## src/rtl/rgb_pkg.sv

```systemverilog
// Shared constants and types for the RGB LED arbiter: active-high colour codes and FSM states.
package rgb_pkg;

  localparam int unsigned COLOR_W = 3;

  localparam logic [COLOR_W-1:0] RGB_OFF = 3'b000;
  localparam logic [COLOR_W-1:0] RED     = 3'b100;
  localparam logic [COLOR_W-1:0] GREEN   = 3'b010;
  localparam logic [COLOR_W-1:0] BLUE    = 3'b001;
  localparam logic [COLOR_W-1:0] YELLOW  = 3'b110;
  localparam logic [COLOR_W-1:0] CYAN    = 3'b011;
  localparam logic [COLOR_W-1:0] MAGENTA = 3'b101;

  // Pin level that turns the active-low LED fully off
  localparam logic [COLOR_W-1:0] LED_DARK = 3'b111;

  typedef enum logic [1:0] {
    IDLE = 2'd0,
    HOLD = 2'd1,
    GAP  = 2'd2
  } state_e;

endpackage

```

## src/rtl/rgb_led_arbiter_rr_pick.sv

```systemverilog
// Combinational round-robin picker: searches upward from last_id+1, wrapping, for the first request.
module rr_pick #(
  parameter int unsigned NUM_REQ = 4,
  parameter int unsigned ID_W    = 2
) (
  input  logic [NUM_REQ-1:0] req,
  input  logic [ID_W-1:0]    last_id,
  output logic               valid,
  output logic [ID_W-1:0]    win_id
);

  // Offset NUM_REQ lands back on last_id, so the previous winner is considered last
  always_comb begin
    valid  = 1'b0;
    win_id = '0;
    for (int unsigned k = 1; k <= NUM_REQ; k++) begin
      if (!valid && req[(32'(last_id) + k) % NUM_REQ]) begin
        valid  = 1'b1;
        win_id = ID_W'((32'(last_id) + k) % NUM_REQ);
      end
    end
  end

endmodule

```

## src/rtl/rgb_led_arbiter.sv

```systemverilog
// Shares one active-low RGB LED between NUM_REQ requesters: round-robin grant, hold colour, then blank gap.
module rgb_led_arbiter
  import rgb_pkg::*;
#(
  parameter int unsigned NUM_REQ     = 4,
  parameter int unsigned HOLD_CYCLES = 2000000,
  parameter int unsigned GAP_CYCLES  = 120000
) (
  input  logic                   clk,
  input  logic                   rst_n,
  input  logic [NUM_REQ-1:0]     req,
  input  logic [3*NUM_REQ-1:0]   color,
  output logic [NUM_REQ-1:0]     grant,
  output logic [NUM_REQ-1:0]     done,
  output logic                   busy,
  output logic                   RGB_R,
  output logic                   RGB_G,
  output logic                   RGB_B
);

  localparam int unsigned ID_W    = $clog2(NUM_REQ);
  localparam int unsigned CNT_MAX = (HOLD_CYCLES > GAP_CYCLES) ? HOLD_CYCLES : GAP_CYCLES;
  localparam int unsigned CNT_W   = $clog2(CNT_MAX + 1);

  localparam logic [CNT_W-1:0] HOLD_LAST = CNT_W'(HOLD_CYCLES - 1);
  localparam logic [CNT_W-1:0] GAP_LAST  = CNT_W'(GAP_CYCLES - 1);

  state_e               state, state_nxt;
  logic [CNT_W-1:0]     count, count_nxt;
  logic [ID_W-1:0]      last_id, last_id_nxt;
  logic [NUM_REQ-1:0]   grant_nxt, done_nxt;
  logic                 busy_nxt;
  logic [COLOR_W-1:0]   led, led_nxt;
  logic                 pick_valid;
  logic [ID_W-1:0]      pick_id;

  rr_pick #(
    .NUM_REQ (NUM_REQ),
    .ID_W    (ID_W)
  ) u_rr_pick (
    .req     (req),
    .last_id (last_id),
    .valid   (pick_valid),
    .win_id  (pick_id)
  );

  // State, counter and all outputs are registered; led holds the inverted colour latched at grant
  always_ff @(posedge clk or negedge rst_n) begin
    if (!rst_n) begin
      state   <= IDLE;
      count   <= '0;
      last_id <= ID_W'(NUM_REQ - 1);
      grant   <= '0;
      done    <= '0;
      busy    <= 1'b0;
      led     <= LED_DARK;
    end else begin
      state   <= state_nxt;
      count   <= count_nxt;
      last_id <= last_id_nxt;
      grant   <= grant_nxt;
      done    <= done_nxt;
      busy    <= busy_nxt;
      led     <= led_nxt;
    end
  end

  // Next-state and next-output logic
  always_comb begin
    state_nxt   = state;
    count_nxt   = count;
    last_id_nxt = last_id;
    grant_nxt   = grant;
    done_nxt    = '0;
    led_nxt     = led;
    unique case (state)
      IDLE: begin
        grant_nxt = '0;
        led_nxt   = LED_DARK;
        count_nxt = '0;
        if (pick_valid) begin
          state_nxt   = HOLD;
          grant_nxt   = NUM_REQ'(1) << pick_id;
          led_nxt     = ~color[3*32'(pick_id) +: COLOR_W];
          last_id_nxt = pick_id;
        end
      end
      HOLD: begin
        if (count == HOLD_LAST) begin
          state_nxt = GAP;
          count_nxt = '0;
          grant_nxt = '0;
          done_nxt  = grant;
          led_nxt   = LED_DARK;
        end else begin
          count_nxt = count + CNT_W'(1);
        end
      end
      GAP: begin
        led_nxt = LED_DARK;
        if (count == GAP_LAST) begin
          state_nxt = IDLE;
          count_nxt = '0;
        end else begin
          count_nxt = count + CNT_W'(1);
        end
      end
      default: begin
        state_nxt = IDLE;
        count_nxt = '0;
        grant_nxt = '0;
        led_nxt   = LED_DARK;
      end
    endcase
    busy_nxt = (state_nxt != IDLE);
  end

  assign RGB_R = led[2];
  assign RGB_G = led[1];
  assign RGB_B = led[0];

endmodule

```

## config.mk

```make
export PLATFORM = sky130hd
export DESIGN_NAME = rgb_led_arbiter
export DESIGN_NICKNAME = d
export VERILOG_FILES = /design/src/rtl/rgb_pkg.sv /design/src/rtl/rgb_led_arbiter_rr_pick.sv /design/src/rtl/rgb_led_arbiter.sv
export SDC_FILE = /design/constraint.sdc
export NUM_CORES = 1
export LEC_CHECK = 0
export CORE_MARGIN = 2
export CORE_UTILIZATION = 35
export DETAILED_ROUTE_END_ITERATION = 6
export HOLD_SLACK_MARGIN = 0.06
export PLACE_DENSITY = 0.58
export SLEW_MARGIN = 20
export SYNTH_ARGS = -nofsm -noshare
export SYNTH_HDL_FRONTEND = slang
export SYNTH_SLANG_ARGS = --single-unit
```

## constraint.sdc

```tcl
create_clock -name clk -period 2.85 [get_ports clk]
set_input_delay 0.855 -clock clk [delete_from_list [all_inputs] [get_ports clk]]
set_output_delay 0.855 -clock clk [all_outputs]
set_load 0.05 [all_outputs]
```

Yosys cells after proc, flatten, opt, wreduce, memory -nomap -nowiden. Index checks and enable logic that the tools add are counted.

Register bits: 37. Output and inout port bits: 12. Logic and storage cells: 67.

Multiply operators: 1. Bitwise operators: 2. Shift-type cells: 2. Multiplexer cells: 31. Reduce and logical (&&, ||, !) cells: 10. Equality and inequality tests: 5. $add $sub $neg: 5. Magnitude comparators: 4.

Operator list (count): $mux W21 (2); $pmux W21 S2 (1); $add A21 B1 Y21 const B (1); $eq A21 B17 Y1 const B (1); $eq A21 B21 Y1 const B (1); $mux W4 (4); $mux W2 (7); $lt A2 B3 Y1 const B (4); $pmux W4 S3 (1); $shiftx A12 B5 Y3 (1); $bmux W1 S2 (4); $mux W1 (8); $mux W3 (2); $pmux W2 S3 (1); $pmux W3 S2 (1); $add A2 B1 Y2 const B (2); $add A2 B2 Y2 const B (2); $mul A2 B2 Y4 const A (1); $reduce_and A2 Y1 (2); $shl A1 B2 Y4 const A (1); $logic_and A1 B1 Y1 (3); $logic_not A1 Y1 (3); $not A3 Y3 (1); $eq A2 B1 Y1 const B (1); other kinds (5) (5).

Longest topological paths before layout. Gate-level depths: netlist of run 1.

Depth after elaboration: 18. Depth in mapped cells: 7. Gate-level depth less buffers: 6.

Cells and area by module. Synthesis of run 1 repeated with hierarchy kept, for this count alone.

Cell total of the unflattened synthesis: 192. Area, all modules: 1958.1 sq um.

By module, submodules not included: rgb_led_arbiter (times used 1, area each 1866.8 sq um, cells each 178); rr_pick (times used 1, area each 91.3 sq um, cells each 14).

Least setup slack after synthesis of run 1. Ideal clock, no wire load.

Path kind: input -> register. From: in req[0]. To: reg led[0]. Setup slack: 0.759 ns. Cell stages on the path: 6. Arrival time: 2.013 ns. Library setup time: 0.077 ns. Data required time: 2.773 ns. Cells stage by stage: clkbuf_1 > a21oi_1 > a31o_2 > o22ai_1 > o211ai_1 > a31oi_1.

Word-level cells in the longest chain between the ends: 17.

RTL lines: start, declared (RTL line rgb_led_arbiter.sv:11) `input logic [NUM_REQ-1:0] req,`; $bmux W1 S2 (RTL line rgb_led_arbiter_rr_pick.sv:17) `if (!valid && req[(32'(last_id) + k) % NUM_REQ]) begin`; $mux W1 (implied by the code) (RTL line rgb_led_arbiter_rr_pick.sv:17); $mux W1 (RTL line rgb_led_arbiter_rr_pick.sv:17); $logic_not A1 Y1 (RTL line rgb_led_arbiter_rr_pick.sv:17); $logic_and A1 B1 Y1 (RTL line rgb_led_arbiter_rr_pick.sv:17); $mux W1 (RTL line rgb_led_arbiter_rr_pick.sv:17); $logic_not A1 Y1 (RTL line rgb_led_arbiter_rr_pick.sv:17); $logic_and A1 B1 Y1 (RTL line rgb_led_arbiter_rr_pick.sv:17); $mux W1 (RTL line rgb_led_arbiter_rr_pick.sv:17); $logic_not A1 Y1 (RTL line rgb_led_arbiter_rr_pick.sv:17); $logic_and A1 B1 Y1 (RTL line rgb_led_arbiter_rr_pick.sv:17); $mux W2 (RTL line rgb_led_arbiter_rr_pick.sv:17); $mul A2 B2 Y4 (RTL line rgb_led_arbiter.sv:84) `led_nxt = ~color[3*32'(pick_id) +: COLOR_W];`; $shiftx A12 B5 Y3 (RTL line rgb_led_arbiter.sv:84); $not A3 Y3 (RTL line rgb_led_arbiter.sv:84); $mux W3 * (RTL line rgb_led_arbiter.sv:81) `if (pick_valid) begin`; $pmux W3 S2 * (RTL line rgb_led_arbiter.sv:76) `unique case (state)`; end signal, assigned (RTL line rgb_led_arbiter.sv:64) `led <= led_nxt;`; end, declared (RTL line rgb_led_arbiter.sv:33) `logic [COLOR_W-1:0] led, led_nxt;`.

Mark *: on every way between the ends. The rest lies on a longest branch, timed or not. The select of a mux whose other input is x is not followed. A chain may end at the register's enable or synchronous reset.

Worst setup path in the final report of run 1.
From: reg led[1]. To: out RGB_G.

RTL lines: end, declared (RTL line rgb_led_arbiter.sv:17) `output logic RGB_G,`.

No word-level cell between the ends.

==> metrics.csv, run 1 <==
metric;value;unit
leakage power;1.019;nW
Core ar.;5473;sq um
Tcrit/Tclk final;87.47;%
sequential area share after synthesis;47.54;%
area of the mapped netlist;1961;sq um
outcome;complete, no violations;
die width;78.85;um
post-CTS setup buffer count;0;
Filler cells;547;
Worst setup SP type;flip-flop;
crit path max-delay cell type;clkdlybuf4s50_1;
hpwl dp;2963;um
number of flops mapped to enable cells by yosys;0;
Net Count, Synth;221;
chip height;78.85;um
initial antenna violation count;0;
Ys Warns;0;
CP top delay family;buffers and inverters;
CP peak stage delay;0.82;ns
endpoint of the worst hold path;count[0];
fin crit period;2.493;ns
reg2reg setup slack;0.64;ns
cts hold-fix bufs;0;
FF-to-FF End;count[16];
row count;27;
ANT cells;0;
fin. max-slew vios;0;
Clock Tree Root;clkbuf_8;
Yosys cell types;44;
wire length on met1;2005;um
Placer Congestion;0.7423;
critical path type;reg2out;
Data arrival, critical path;1.64;ns
PwrDens;741.6;nW/um^2
total grt overflow;0;
final wirelength;4021;um
First-pass DRT Iterations;4;
register bit count reported by yosys;37;
worst hold path depth;1;
share of layout cells above drive strength 1;9.664;%
CTS tree;done;
FF-to-FF path depth;7;
via count;1570;
Primary FF master, synth;dfrtp_1;
routed len/inst;12.97;um
H-tree levels;2;
Worst slew margin;45.76;%
final hold vios;0;
Detail Route Antenna Nets;0;
Sinks on Clock Net;37;
all-layer global routing usage;14.05;%
Highest Signal Layer;met4;
initial core utilization;35.83;%
Boundary Pins;30;
routed wl met2;1745;um
# resized after CTS;0;
Worst EP required;2.00;ns
Area Growth Syn to Fin;25.53;%
Worst-Skew Late Latency;0.29;ns
Crit path buffers/inverters;1;
WL met3;217;um
# nets final;260;
Setup Skew;0.009405;ns
unrepaired setup endpoints after global routing;false;
Reg clk slew, reported paths;0.08;ns
setup tns final;0;ns
Tot Pwr;1.825;mW
Final setup viols;0;
max-cap violations;0;
Hold/Removal Path Class;reg2reg;
first-pass GRT wire length;6996;um
RR Startpoint;count[0];
residual DRC count;0;
synthesized area per cell;9.902;sq um
PortBufs;29;
Max VDD drop;0.3172;mV
f_max;401.1;MHz
Post-Synthesis Cells;198;
maximum root-to-sink buffer count;2;
worst-path cell chain;clkdlybuf4s50_1;
Setup crit end kind;primary output;
initial DRC count;37;
vias in the first global route;1527;
largest net degree at the start of global routing;38;
Vias/cell;5.065;
hold path start;count[0];
die area;6217;sq um
CTS Buf Count;5;
Slew @ Worst Pin;0.8135;ns
worst-path maximum fanout;2;
fraction of registers with async set/reset;100.0;%
-- where the power goes --
group	leakage (nW)	total [mW]	switching [mW]	internal, mW
clock network	0.0455	0.370	0.173	0.197
registers	0.492	0.696	0.0655	0.630
logic	0.482	0.760	0.477	0.283
total	1.02	1.83	0.715	1.11
-- metrics by stage --
stage                     utilization (%)  area, sq um  hold slack, ns  setup slack, ns  instances
after floorplan                         -         1961          0.4329           0.7593        198
after global placement              43.32         2371          0.4536           0.2270        302
after detailed placement            43.32         2371          0.4645           0.2450        302
after CTS                           44.97         2461          0.4750           0.3382        310
after global routing                44.97         2461          0.5155           0.3011        310
final                               44.97         2461          0.4680           0.3571        310
-- how the worst max path moves through the flow --
stage / startpoint / to / slack, ns / depth (start not counted)
5_1_grt: led[1] / RGB_G / 0.30 / 1
3_3_place_gp: req[0] / busy / 0.23 / 6
4_1_cts: led[1] / RGB_G / 0.34 / 1
6_report: led[1] / RGB_G / 0.36 / 1
3_5_place_dp: req[0] / busy / 0.24 / 6
2_1_floorplan: req[0] / led[0] / 0.76 / 6
-- cells by family (layout without fill, tap and decap cells) --
| logic type | Yosys count | in the layout | synth area share [%] |
|---|---|---|---|
| and+or+nand+nor | 77 | 77 | 20.61 |
| AOI/OAI and AO/OA | 44 | 44 | 16.59 |
| DFF | 37 | 37 | 47.54 |
| xor gates and xnor gates | 19 | 19 | 8.488 |
| buffers and inverters | 15 | 55 | 3.000 |
| adders and majority gates | 5 | 5 | 3.191 |
| muxes | 1 | 1 | 0.5743 |
-- synth_stat cells (all sizes together), types with 4 or more instances --
cell type	number	area (sq um)
dfrtp	32	800.8
nor2	27	101.4
o211ai	12	90.09
xor2	12	105.1
inv	11	41.29
nand3	11	55.05
nand2	7	26.28
xnor2	7	61.31
o21ai	6	30.02
dfstp	5	131.4
ha	5	62.56
and2	4	25.02
nand2b	4	25.02
nand4	4	25.02
o31ai	4	30.03
-- layer usage --
layer  vias up  track usage [%]
met5         -                0
met1       741            19.00
met2        33            22.05
met4         0            4.138
li1        791                -
met3         5            3.977
-- flip-flops by register name (all words and copies together) (netlist names) --
signal   count
state        2
done         4
count       21
busy         1
grant        4
last_id      2
led          3
-- layout make-up --
type / instances / area (sq um) / area share (%)
multi-input cells: 146 / 969.7 / 39.40
well taps: 72 / 90.09 / 3.660
repair buffers: 36 / 337.8 / 13.73
inverters: 11 / 41.29 / 1.678
flip-flops and latches: 37 / 932.1 / 37.87
clock buffers: 8 / 90.09 / 3.660
-- layout by cell type, fill, tap and decap left out, types with 5 or more instances in the layout --
cell / Yosys / routed
buf_4: 0 / 7
clkbuf_8: 0 / 6
clkdlybuf4s50_1: 0 / 28
dfrtp_1: 32 / 32
dfstp_2: 5 / 5
ha_1: 5 / 5
inv_1: 11 / 11
nand2_1: 7 / 7
nand3_1: 11 / 11
nor2_1: 27 / 27
o211ai_1: 12 / 12
o21ai_0: 5 / 5
xnor2_1: 7 / 7
xor2_1: 12 / 12
Power figures use the tool's default switching activity.
==> run 2: changes to the inputs <==
- GPL_TIMING_DRIVEN: default -> 0
- PLACE_DENSITY: 0.58 -> default
- SLEW_MARGIN: 20 -> 0
==> metrics.csv, run 2 (synthesis gave the netlist of run 1 again) <==
metric;value;unit;change
top flop regs;count: 21 flops, done: 4 flops, grant: 4 flops;;
largest net degree at the start of global routing;38;;unchanged
Worst slew margin;38.82;%;-6.9 points
final hold vios;0;;unchanged
via count;1578;;+0.51%
PortBufs;28;;-3.4%
First-pass DRT Iterations;4;;unchanged
total grt overflow;0;;unchanged
f_max;391.8;MHz;-2.3%
reg2reg setup slack;0.50;ns;-0.14 ns
Placed Area;2326;sq um;-1.9%
Clk network pwr share;20.3;%;about the same
Worst-Skew Late Latency;0.30;ns;about the same
Clock Tree Root;clkbuf_8;;
# nets final;256;;-1.5%
row count;27;;unchanged
fin crit period;2.552;ns;+0.05916 ns
Boundary Pins;30;;unchanged
cts hold-fix bufs;0;;unchanged
fin. max-slew vios;0;;unchanged
# resized after CTS;0;;unchanged
worst-path maximum fanout;8;;+6
Setup crit end kind;flip-flop;;
initial antenna violation count;0;;unchanged
sw frac;41.15;%;+2.0 points
Placer Congestion;0.7234;;-2.5%
Detail Route Antenna Nets;0;;unchanged
PwrDens;750.6;nW/um^2;+1.2%
Sinks on Clock Net;37;;unchanged
Worst setup SP type;primary input;;
max-cap violations;0;;unchanged
Vias/cell;5.157;;+1.8%
residual DRC count;0;;unchanged
H-tree levels;2;;unchanged
chip height;78.85;um;unchanged
Core ar.;5473;sq um;unchanged
initial DRC count;77;;+110%
CP top delay family;compound AO/OA/AOI/OAI gates;;
Largest register FFs;21;;unchanged
crit path max-delay cell type;clkdlybuf4s50_1;;
critical path type;in2reg;;
die width;78.85;um;unchanged
Data arrival, critical path;2.77;ns;+1.13 ns
Area Growth Syn to Fin;23.29;%;
commonest non-fill, non-tap cell in the layout;dfrtp_1;;
design area;2417;sq um;-1.8%
Max VDD drop;0.3342;mV;+5.4%
unrepaired setup endpoints after global routing;false;;
initial core utilization;35.83;%;unchanged
WHS;0.4676;ns;-0.0004890 ns
Final setup viols;0;;unchanged
CTS Buf Count;5;;unchanged
outcome;complete, no violations;;
final wirelength;4056;um;+0.87%
P_int;1.068;mW;-3.8%
Setup Skew;0.007592;ns;-0.001813 ns
first-pass GRT wire length;7251;um;+3.6%
routed len/inst;13.25;um;+2.2%
hpwl dp;2954;um;-0.28%
worst-path cell chain;clkdlybuf4s50_1 > mux2_2 > a21oi_1 > o21a_1 > o211ai_1 > a31oi_1;;
vias in the first global route;1567;;+2.6%
Crit path buffers/inverters;1;;unchanged
Biggest register;count;;
maximum root-to-sink buffer count;2;;unchanged
all-layer global routing usage;14.75;%;+0.70 points
share of layout cells above drive strength 1;8.547;%;-1.1 points
Combinational Power Share;42.1;%;+0.5 points
CP peak stage delay;0.50;ns;-0.32 ns
most frequent cells in the layout;32 x dfrtp_1, 27 x nor2_1, 27 x clkdlybuf4s50_1;;
Net Switching;0.7466;mW;+4.5%
die area;6217;sq um;unchanged
Hold/Removal Path Class;reg2reg;;
Worst EP required;3.07;ns;+1.07 ns
CTS tree;done;;
post-CTS setup buffer count;0;;unchanged
Reg clk slew, reported paths;0.08;ns;about the same
Slew @ Worst Pin;0.9050;ns;+0.09146 ns
Flop pwr share;37.6;%;-0.5 points
Tcrit/Tclk final;89.55;%;+2.1 points
ANT cells;0;;unchanged
leakage power;0.9804;nW;-3.8%
-- run 2: power by group through the flow --
stage | combinational, mW | clock, mW | sequential [mW]
2_1_floorplan | 0.368 | 0 | 0.851
3_3_place_gp | 0.770 | 0 | 0.691
4_1_cts | 0.773 | 0.383 | 0.683
5_1_grt | 0.850 | 0.401 | 0.692
3_5_place_dp | 0.773 | 0 | 0.691
6_report | 0.764 | 0.368 | 0.682
-- run 2: final timing paths --
kind                            endpoint  cells after the start  startpoint
worst min register to register  count[0]                      1    count[0]
worst max register to register    led[0]                      6  last_id[1]
worst max-delay path              led[0]                      6      req[3]
max in group asynchronous       count[2]                      1       rst_n
min in group asynchronous       count[5]                      1       rst_n
worst min-delay path            count[0]                      1    count[0]
-- run 2: worst reg2reg max path: stages (launching register included) --
cell and delay, ns:
dfstp_2 0.52, clkbuf_1 0.27, mux2_2 0.38, a21oi_1 0.50, o21a_1 0.31, o211ai_1 0.11, a31oi_1 0.19
-- run 2: metal layers --
metal  GRT usage [%]  vias up  share of wire [%]
li1                -      780                  -
met1           19.62      752                 49
met2           22.65       39                 44
met3           4.091        7                4.8
met4           6.207        0                1.9
met5               0        -                  0
-- run 2: final cells by class --
| type | instances | area [sq um] |
|---|---|---|
| buffer | 4 | 17.52 |
| clock buffer | 5 | 68.82 |
| clock inverter | 3 | 22.52 |
| fill | 558 | 3055 |
| inverter | 11 | 41.29 |
| multi-input combinational | 146 | 969.7 |
| sequential | 37 | 932.1 |
| tap | 72 | 90.09 |
| timing repair buffer | 28 | 275.3 |
-- run 2: per-stage QoR --
stage                     total power [mW]  setup WS (ns)  util [%]  std cells  setup TNS, ns
after global routing                 1.943        0.06817     44.17        306              0
final                                1.814         0.2979     44.17        306              0
after CTS                            1.839         0.3271     44.17        306              0
after detailed placement             1.464       -0.01236     42.50        298       -0.01236
after floorplan                      1.219         0.7593         -        198              0
after global placement               1.461        0.02981     42.59        298              0
==> run 3: changes to the inputs <==
- CTS_BUF_LIST: default -> sky130_fd_sc_hd__clkbuf_16
- SYNTH_HIERARCHICAL: default -> 1
==> metrics.csv, run 3 <==
metric;value;unit;change
Setup Skew;0.003172;ns;-0.004420 ns
biggest area consumer among synthesized cells;dfrtp_1;;
die width;78.80;um;about the same
Post-Place Setup Slack;-0.1097;ns;-0.09733 ns
final worst slack;0.1901;ns;-0.1078 ns
Worst EP required;3.05;ns;-0.02 ns
Detail Route Antenna Nets;0;;unchanged
Setup crit end kind;flip-flop;;
sequential area share after synthesis;47.60;%;+0.061 points
Data arrival, critical path;2.86;ns;+0.09 ns
Hold/Removal Path Class;reg2reg;;
hpwl dp;2759;um;-6.6%
residual DRC count;0;;unchanged
chip height;78.80;um;about the same
# nets final;251;;-2.0%
unrepaired setup endpoints after global routing;false;;
fraction of registers with async set/reset;100.0;%;unchanged
via count;1494;;-5.3%
Core ar.;5439;sq um;-0.62%
CTS Buf Count;5;;unchanged
Post-Synthesis Cells;192;;-3.0%
CTS tree;done;;
PortBufs;29;;+3.6%
share of layout cells above drive strength 1;12.23;%;+3.7 points
Net Count, Synth;215;;-2.7%
area of the mapped netlist;1958;sq um;-0.13%
register bit count reported by yosys;37;;unchanged
most frequent cells after synthesis;32 x dfrtp_1, 30 x nor2_1, 15 x nand2_1;;
top cell type's share of synthesized area;40.89;%;+0.052 points
fin crit period;2.660;ns;+0.1078 ns
top flop regs;count: 21 flops, done: 4 flops, grant: 4 flops;;
routed len/inst;12.80;um;-3.4%
Worst-Skew Late Latency;0.27;ns;-0.03 ns
initial antenna violation count;0;;unchanged
leakage power;0.9947;nW;+1.5%
Largest register FFs;21;;unchanged
worst-path maximum fanout;7;;-1
fin. max-slew vios;0;;unchanged
Ys Warns;6;;+6
Placer Congestion;0.7854;;+8.6%
design area;2472;sq um;+2.3%
Yosys cell types;45;;+2.3%
Biggest register;count;;
post-CTS setup buffer count;0;;unchanged
First-pass DRT Iterations;4;;unchanged
ANT cells;0;;unchanged
first-pass GRT wire length;7251;um;unchanged
commonest non-fill, non-tap cell in the layout;dfrtp_1;;
synthesized area per cell;10.20;sq um;+3.0%
H-tree levels;2;;unchanged
f_max;376.0;MHz;-4.1%
max-cap violations;0;;unchanged
Filler cells;532;;-4.7%
total grt overflow;0;;unchanged
Tcrit/Tclk final;93.33;%;+3.8 points
PwrDens;820.5;nW/um^2;+9.3%
vias in the first global route;1591;;+1.5%
Area Growth Syn to Fin;26.26;%;
Boundary Pins;30;;unchanged
most frequent cells in the layout;32 x dfrtp_1, 30 x nor2_1, 28 x clkdlybuf4s50_1;;
final hold vios;0;;unchanged
all-layer global routing usage;14.63;%;-0.12 points
Worst setup SP type;primary input;;
Final setup viols;0;;unchanged
Max VDD drop;0.5277;mV;+58%
outcome;complete, no violations;;
Slew @ Worst Pin;0.8550;ns;-0.05000 ns
Placed Area;2333;sq um;+0.32%
Primary FF master, synth;dfrtp_1;;
number of flops mapped to enable cells by yosys;0;;unchanged
critical path type;in2reg;;
Reg clk slew, reported paths;0.05;ns;-0.03 ns
maximum root-to-sink buffer count;2;;unchanged
top-count cell post-synth;dfrtp_1;;
top area cells in the synthesized netlist;dfrtp_1 41%, dfstp_2 6.7%, nor2_1 5.8%, xnor2_1 4.9%, xor2_1 3.6%;;
initial core utilization;36.00;%;+0.18 points
row count;27;;unchanged
Sinks on Clock Net;37;;unchanged
Clock Tree Root;clkbuf_16;;
initial DRC count;104;;+35%
Worst slew margin;42.48;%;+3.7 points
Vias/cell;4.963;;-3.8%
die area;6209;sq um;-0.13%
largest net degree at the start of global routing;38;;unchanged
# resized after CTS;0;;unchanged
final wirelength;3853;um;-5.0%
cts hold-fix bufs;0;;unchanged
run 3: cell types whose count changed after synthesis, sizes merged, moves of 3 or more:
cell,delta
nand2,+8
xor2,-4
nor3,+3
and2,+5
o211ai,-12
nor2,+3
xnor2,+4
mux4,+3
nand3,-5
inv,-4
run 3: cells by family (layout without fill, tap and decap cells):
| group | count (synthesis) | count (layout) | synth area share, % |
|---|---|---|---|
| flip-flops | 37 | 37 | 47.60 |
| buffers and inverters | 11 | 48 | 2.875 |
| adder cells (fa/ha/maj) | 5 | 5 | 3.195 |
| AND/OR/NAND/NOR | 93 | 93 | 24.66 |
| AO/OA/AOI/OAI | 23 | 23 | 9.201 |
| XOR/XNOR | 19 | 19 | 8.498 |
| multiplexers | 4 | 4 | 3.961 |
run 3: layout make-up:
class / instances / area, sq um / share of cell area (%)
timing repair buffer: 29 / 285.3 / 11.54
clock inverter: 3 / 13.76 / 0.5567
multi-input combinational: 144 / 969.7 / 39.22
tap: 72 / 90.09 / 3.644
sequential: 37 / 932.1 / 37.70
buffer: 4 / 30.03 / 1.215
inverter: 7 / 26.28 / 1.063
clock buffer: 5 / 125.1 / 5.061
run 3: per-layer routing:
layer / up-vias / part of all wire (%) / GRT usage (%)
li1: 734 / - / -
met1: 734 / 46 / 19.01
met2: 24 / 50 / 24.62
met3: 2 / 3.3 / 3.295
met4: 0 / 0.39 / 3.860
met5: - / 0 / 0
run 3: path summary, 6_finish.rpt:
path	startpoint	endpoint	slack, ns	cells after the start
worst max-delay path	req[3]	led[2]	0.19	7
worst min-delay path	count[0]	count[0]	0.46	1
worst max register to register	count[11]	busy	0.59	5
worst min register to register	count[0]	count[0]	0.46	1
max in group asynchronous	rst_n	grant[0]	1.68	1
min in group asynchronous	rst_n	count[8]	0.67	1
run 3: power by group:
| group | switching, mW | leakage [nW] | internal, mW | total [mW] |
|---|---|---|---|---|
| Combinational | 0.491 | 0.428 | 0.312 | 0.803 |
| Clock | 0.200 | 0.0748 | 0.317 | 0.517 |
| Sequential | 0.0674 | 0.492 | 0.641 | 0.708 |
run 3: per-stage QoR:
stage / total power [mW] / utilization [%] / hold slack (ns) / std cells / TNS [ns]
after floorplan: 1.286 / - / 0.4212 / 192 / 0
after global placement: 1.527 / 43.00 / 0.4388 / 293 / -0.2905
after detailed placement: 1.531 / 42.90 / 0.4487 / 293 / -0.2850
after CTS: 2.059 / 45.46 / 0.4557 / 301 / 0
after global routing: 2.162 / 45.46 / 0.5070 / 301 / 0
final: 2.028 / 45.46 / 0.4574 / 301 / 0
run 3: worst max-delay path, cell delays in order:
cell and delay [ns]:
clkdlybuf4s50_1 0.52, and2b_1 0.17, a21oi_2 0.04, o221ai_2 0.16, buf_1 0.37, mux4_2 0.55
a31oi_1 0.18
